<file path="src/rtl/mips_multicycle_controller.sv">
// Main control FSM for the multicycle MIPS datapath: sequences fetch, decode and
// per-instruction execute paths, stalling on the memory ready handshake.
module mips_multicycle_controller (
    input  logic       clk,
    input  logic       rst,
    input  logic [5:0] opcode,
    input  logic       zero,
    input  logic       mem_ready,
    output logic       pc_write,
    output logic       pc_write_cond,
    output logic       pc_ld,
    output logic [1:0] pc_src,
    output logic       i_or_d,
    output logic       mem_read,
    output logic       mem_write,
    output logic       ir_write,
    output logic       reg_dst,
    output logic       mem_to_reg,
    output logic       reg_write,
    output logic       alu_src_a,
    output logic [1:0] alu_src_b,
    output logic [1:0] alu_op,
    output logic       instr_done,
    output logic       illegal_op,
    output logic [3:0] state
);

    localparam int unsigned STATE_W = 4;
    localparam int unsigned OP_W    = 6;

    localparam logic [OP_W-1:0] OP_R    = 6'b000000;
    localparam logic [OP_W-1:0] OP_LW   = 6'b100011;
    localparam logic [OP_W-1:0] OP_SW   = 6'b101011;
    localparam logic [OP_W-1:0] OP_BEQ  = 6'b000100;
    localparam logic [OP_W-1:0] OP_J    = 6'b000010;
    localparam logic [OP_W-1:0] OP_ADDI = 6'b001000;
    localparam logic [OP_W-1:0] OP_SLTI = 6'b001010;

    typedef enum logic [STATE_W-1:0] {
        S_FETCH    = 4'd0,
        S_DECODE   = 4'd1,
        S_MEM_ADDR = 4'd2,
        S_MEM_RD   = 4'd3,
        S_WB_LW    = 4'd4,
        S_MEM_WR   = 4'd5,
        S_R_EX     = 4'd6,
        S_R_WB     = 4'd7,
        S_BEQ      = 4'd8,
        S_JUMP     = 4'd9,
        S_ADDI_EX  = 4'd10,
        S_SLTI_EX  = 4'd11,
        S_I_WB     = 4'd12
    } state_e;

    state_e            state_q, state_d;
    logic [OP_W-1:0]   op_q, op_d;

    always_ff @(posedge clk) begin
        if (rst) begin
            state_q <= S_FETCH;
            op_q    <= '0;
        end else begin
            state_q <= state_d;
            op_q    <= op_d;
        end
    end

    // Next-state and Moore output decode; reset forces every output low.
    always_comb begin
        state_d       = S_FETCH;
        op_d          = op_q;
        pc_write      = 1'b0;
        pc_write_cond = 1'b0;
        pc_src        = 2'b00;
        i_or_d        = 1'b0;
        mem_read      = 1'b0;
        mem_write     = 1'b0;
        ir_write      = 1'b0;
        reg_dst       = 1'b0;
        mem_to_reg    = 1'b0;
        reg_write     = 1'b0;
        alu_src_a     = 1'b0;
        alu_src_b     = 2'b00;
        alu_op        = 2'b00;
        instr_done    = 1'b0;
        illegal_op    = 1'b0;
        if (!rst) begin
            case (state_q)
                S_FETCH: begin
                    mem_read  = 1'b1;
                    alu_src_b = 2'b01;
                    ir_write  = mem_ready;
                    pc_write  = mem_ready;
                    state_d   = mem_ready ? S_DECODE : S_FETCH;
                end
                S_DECODE: begin
                    alu_src_b = 2'b11;
                    op_d      = opcode;
                    case (opcode)
                        OP_LW, OP_SW: state_d = S_MEM_ADDR;
                        OP_R:         state_d = S_R_EX;
                        OP_BEQ:       state_d = S_BEQ;
                        OP_J:         state_d = S_JUMP;
                        OP_ADDI:      state_d = S_ADDI_EX;
                        OP_SLTI:      state_d = S_SLTI_EX;
                        default: begin
                            illegal_op = 1'b1;
                            instr_done = 1'b1;
                            state_d    = S_FETCH;
                        end
                    endcase
                end
                S_MEM_ADDR: begin
                    alu_src_a = 1'b1;
                    alu_src_b = 2'b10;
                    state_d   = (op_q == OP_LW) ? S_MEM_RD : S_MEM_WR;
                end
                S_MEM_RD: begin
                    mem_read = 1'b1;
                    i_or_d   = 1'b1;
                    state_d  = mem_ready ? S_WB_LW : S_MEM_RD;
                end
                S_WB_LW: begin
                    reg_write  = 1'b1;
                    mem_to_reg = 1'b1;
                    instr_done = 1'b1;
                end
                S_MEM_WR: begin
                    mem_write  = 1'b1;
                    i_or_d     = 1'b1;
                    instr_done = mem_ready;
                    state_d    = mem_ready ? S_FETCH : S_MEM_WR;
                end
                S_R_EX: begin
                    alu_src_a = 1'b1;
                    alu_op    = 2'b10;
                    state_d   = S_R_WB;
                end
                S_R_WB: begin
                    reg_write  = 1'b1;
                    reg_dst    = 1'b1;
                    instr_done = 1'b1;
                end
                S_BEQ: begin
                    alu_src_a     = 1'b1;
                    alu_op        = 2'b01;
                    pc_write_cond = 1'b1;
                    pc_src        = 2'b01;
                    instr_done    = 1'b1;
                end
                S_JUMP: begin
                    pc_write   = 1'b1;
                    pc_src     = 2'b10;
                    instr_done = 1'b1;
                end
                S_ADDI_EX: begin
                    alu_src_a = 1'b1;
                    alu_src_b = 2'b10;
                    state_d   = S_I_WB;
                end
                S_SLTI_EX: begin
                    alu_src_a = 1'b1;
                    alu_src_b = 2'b10;
                    alu_op    = 2'b11;
                    state_d   = S_I_WB;
                end
                S_I_WB: begin
                    reg_write  = 1'b1;
                    instr_done = 1'b1;
                end
                default: state_d = S_FETCH;
            endcase
        end
        pc_ld = pc_write | (pc_write_cond & zero);
        state = rst ? '0 : STATE_W'(state_q);
    end

endmodule

</file>
<file path="config.mk">
export PLATFORM = sky130hd
export DESIGN_NAME = mips_multicycle_controller
export DESIGN_NICKNAME = d
export VERILOG_FILES = /design/src/rtl/mips_multicycle_controller.sv
export SDC_FILE = /design/constraint.sdc
export NUM_CORES = 1
export LEC_CHECK = 0
export BUFFER_PORTS_ARGS = -buffer_cell sky130_fd_sc_hd__buf_2
export CAP_MARGIN = 10
export CORE_MARGIN = 5
export CORE_UTILIZATION = 45
export DETAILED_ROUTE_END_ITERATION = 8
export PLACE_DENSITY = 0.74
export SLEW_MARGIN = 5
export SYNTH_ARGS = -nofsm -noshare
export SYNTH_HDL_FRONTEND = slang
export SYNTH_SLANG_ARGS = --single-unit
</file>
<file path="constraint.sdc">
create_clock -name clk -period 1.6 [get_ports clk]
set_input_delay 0.16 -clock clk [delete_from_list [all_inputs] [get_ports clk]]
set_output_delay 0.16 -clock clk [all_outputs]
set_load 0.005 [all_outputs]
</file>
==> impl_metrics.py <==
metrics = {
    "outcome": {
        "status": "complete, but fails checks",
        "violations": "setup timing",
    },
    "setup_path": {
        "crit_path_cell_trace": "nand2b_4 -> or3_4 -> a2111oi_4 -> o21bai_1 -> buf_2",
        "worstReg2RegEnd": "state_q[0]$_SDFF_PP0_",
        "crit_family": "simple AND/OR/NAND/NOR gates",
        "critPathKind": "reg -> out",
        "cp-start-kind": "flop",
        "r2r_setup_slack_ns": 0.15,
        "slowest_delay_ns": 0.35,
        "r2r-start": "state_q[2]$_SDFF_PP0_",
        "worst-path-buf-inv": 1,
        "crit_path_end_kind": "primary output",
        "arrival_ns": 1.55,
        "cpMaxStageDelayCell": "or3_4",
        "path_max_fanout": 2,
        "worstPathRequired_ns": 1.44,
        "setup.worst_path.start": "state_q[1]$_SDFF_PP0_",
        "r2r.worst_path.cells": 5,
    },
    "sta": {
        "relSlewSlack_pct": 72.4,
        "finalClockSkew_ns": 0.00122,
        "fmax_mhz": 584,
        "fin_crit_ns": 1.71,
        "worstMarginPinSlew_ns": 0.410,
        "rsz0062_at_grt": "true",
        "setup_ws_ns": -0.114,
        "setup_viol": 7,
        "finalSetupTns_ns": -0.287,
        "period_share_pct": 107,
        "final_hold_viol_count": 0,
        "drv_slew": 0,
    },
    "drt": {
        "wire_per_inst_um": 13.9,
        "routed_wl_um": 2690,
        "drt_iter0_markers": 30,
        "drtAntennaViolNets": 0,
        "vias": 1083,
        "drc_errors": 0,
        "viasPerCell": 5.61,
        "drt_first_pass_iters": 4,
    },
    "layout": {
        "num-nets-final": 177,
        "multi_input_area_sq_um": 694,
        "layout-drive-gt1-share_pct": 39.8,
        "final_common_cell": "buf_2",
        "fin_util_pct": 66.9,
        "nFillCells": 166,
        "num_antenna_cells": 0,
        "seq_area_sq_um": 209,
        "mostFrequentLayoutCells": "buf_2, nand2_1, a21oi_1, buf_4",
        "syn_to_final_growth_pct": 42.2,
    },
    "placed_design": {
        "finalWeightedCongestion": 0.804,
        "port_buffers": 32,
        "dp_hpwl_um": 1800,
        "dp_slack_ns": 0.0491,
    },
    "floorplan": {
        "dieHeight_um": 55.1,
        "core_area_sq_um": 1940,
        "io_pins": 33,
        "die_w_um": 55.1,
        "rows": 16,
        "die-area_sq_um": 3030,
        "start_util_pct": 47.0,
    },
    "hold_path": {
        "whs_path_depth": 3,
        "min_to": "op_q[4]$_SDFFE_PP0P_",
        "hold_path_startpoint": "opcode[4]",
        "hold_class": "in -> reg",
    },
    "cts": {
        "cts_tree": "yes",
        "clk_pin_slew_ns": 0.07,
        "clkSinkCount": 10,
        "numCtsBuffers": 3,
        "cts_root_buf": "clkbuf_4",
        "cts.path.max_buffers": 2,
        "clock_latency_ns": 0.27,
        "cts_max_level": 1,
    },
    "global_routing": {
        "grt_pass1_wl_um": 4370,
        "gr-total-overflow": 0,
        "grt_start_max_net_pins": 24,
        "gr-max-usage-layer": "met2",
        "grtUsageMet2_pct": 32.9,
        "antenna_found_initial": 0,
        "grt_pass1_vias": 947,
        "use_met1_pct": 26.1,
        "grt_use_total_pct": 19.9,
        "use_met3_pct": 3.49,
    },
    "synth": {
        "synth_warnings": 0,
        "netlist_area_sq_um": 913,
        "synth-seq-cells": 10,
        "ys_seq_area_share_pct": 21.9,
        "synth.avg_cell_area_sq_um": 7.08,
        "syn_nets": 139,
        "ys_types": 38,
        "syn_inst": 129,
    },
    "power_and_ir_drop": {
        "power_leakage_nw": 0.573,
        "vdd_drop_max_v": 0.000488,
        "p_per_area_nw_per_um2": 536,
    },
    "job": {
        "maxCapViolCount": 0,
    },
}
==> stage by stage <==
| step | hold WS [ns] | instance area, sq um | total power, mW | cells |
|---|---|---|---|---|
| 6_report | 0.165 | 1300 | 0.696 | 193 |
| 5_1_grt | 0.179 | 1300 | 0.735 | 193 |
| 4_1_cts | 0.150 | 1270 | 0.696 | 193 |
| 3_5_place_dp | 0.445 | 1130 | 0.431 | 184 |
| 2_1_floorplan | 0.296 | 913 | 0.366 | 129 |
| 3_3_place_gp | 0.436 | 1130 | 0.427 | 184 |
==> worst min-delay path, stage by stage <==
cell	delay, ns
buf_2	0.12
nand2_1	0.05
a21oi_1	0.06
==> cell type report <==
type | instances | area share, %
tap | 27 | 2.60
sequential | 10 | 16.1
clock buffer | 4 | 2.79
timing repair buffer | 47 | 25.0
multi-input combinational | 105 | 53.5
==> worst max-delay path by stage <==
| stage | to | slack, ns | cells past startpoint |
|---|---|---|---|
| CTS | instr_done | -0.12 | 5 |
| finish | instr_done | -0.11 | 5 |
| floorplan | instr_done | 0.13 | 5 |
| detailed placement | pc_ld | 0.05 | 6 |
| global placement | instr_done | 0.11 | 5 |
| global route | instr_done | -0.20 | 4 |
==> sequential cells by signal, indices dropped and copies added, names as in the netlist <==
name / cells
state_q: 4
op_q: 6
==> what timing repair did <==
action | 4_1_cts | 5_1_grt
pin swaps | 2 | 1
hold buffers | 0 | 0
endpoints found under the setup margin | 13 | 15
buffers inserted | 4 | 0
resized for setup | 12 | 6
gates cloned | 1 | 0
==> Yosys cell counts <==
library cell / count / area, sq um
a2111oi_2: 1 / 15.0
a2111oi_4: 1 / 27.5
a211oi_1: 1 / 7.51
a21o_1: 3 / 22.5
a21oi_1: 11 / 55.1
a2bb2oi_1: 1 / 8.76
a311oi_1: 1 / 8.76
a31oi_1: 1 / 6.26
a32oi_1: 1 / 8.76
and3_1: 1 / 6.26
buf_2: 8 / 40.0
buf_4: 1 / 7.51
clkbuf_1: 5 / 18.8
dfxtp_1: 10 / 200
mux2_2: 1 / 11.3
nand2_1: 16 / 60.1
nand2b_1: 5 / 31.3
nand2b_4: 1 / 13.8
nand3_1: 3 / 15.0
nand3b_1: 3 / 22.5
nand4_1: 1 / 6.26
nand4b_1: 1 / 8.76
nor2_1: 10 / 37.5
nor2b_1: 10 / 62.6
nor3_1: 8 / 40.0
nor3_2: 1 / 10.0
nor3b_1: 2 / 15.0
nor4_1: 5 / 31.3
nor4bb_1: 1 / 10.0
o21a_1: 1 / 7.51
o21ai_1: 4 / 20.0
o21bai_1: 1 / 7.51
o31ai_1: 2 / 15.0
or2_1: 1 / 6.26
or3_1: 1 / 6.26
or4_1: 1 / 7.51
xnor2_1: 3 / 26.3
xor2_1: 1 / 8.76
==> cells by family (layout without fill, tap and decap cells) <==
kind of cell    Yosys count  count (layout)  share of synthesized area [%]
xor+xnor                  4               4                           3.84
compound gates           29              29                           23.0
flops                    10              10                           21.9
mux                       1               1                           1.23
simple gates             71              71                           42.7
buf+inv                  14              51                           7.26
==> routing by layer <==
layer / vias up / routed length (um) / share of wire (%)
met5: - / 0 / 0
met4: 0 / 27 / 1.0
met2: 37 / 1290 / 48
met1: 514 / 1240 / 46
met3: 2 / 138 / 5.1
li1: 530 / - / -
==> power by group <==
group / leakage (nW) / internal, mW / switching, mW
Combinational: 0.469 / 0.101 / 0.0981
Sequential: 0.0834 / 0.257 / 0.00793
Clock: 0.0210 / 0.138 / 0.0939
Power figures use the tool's default switching activity.
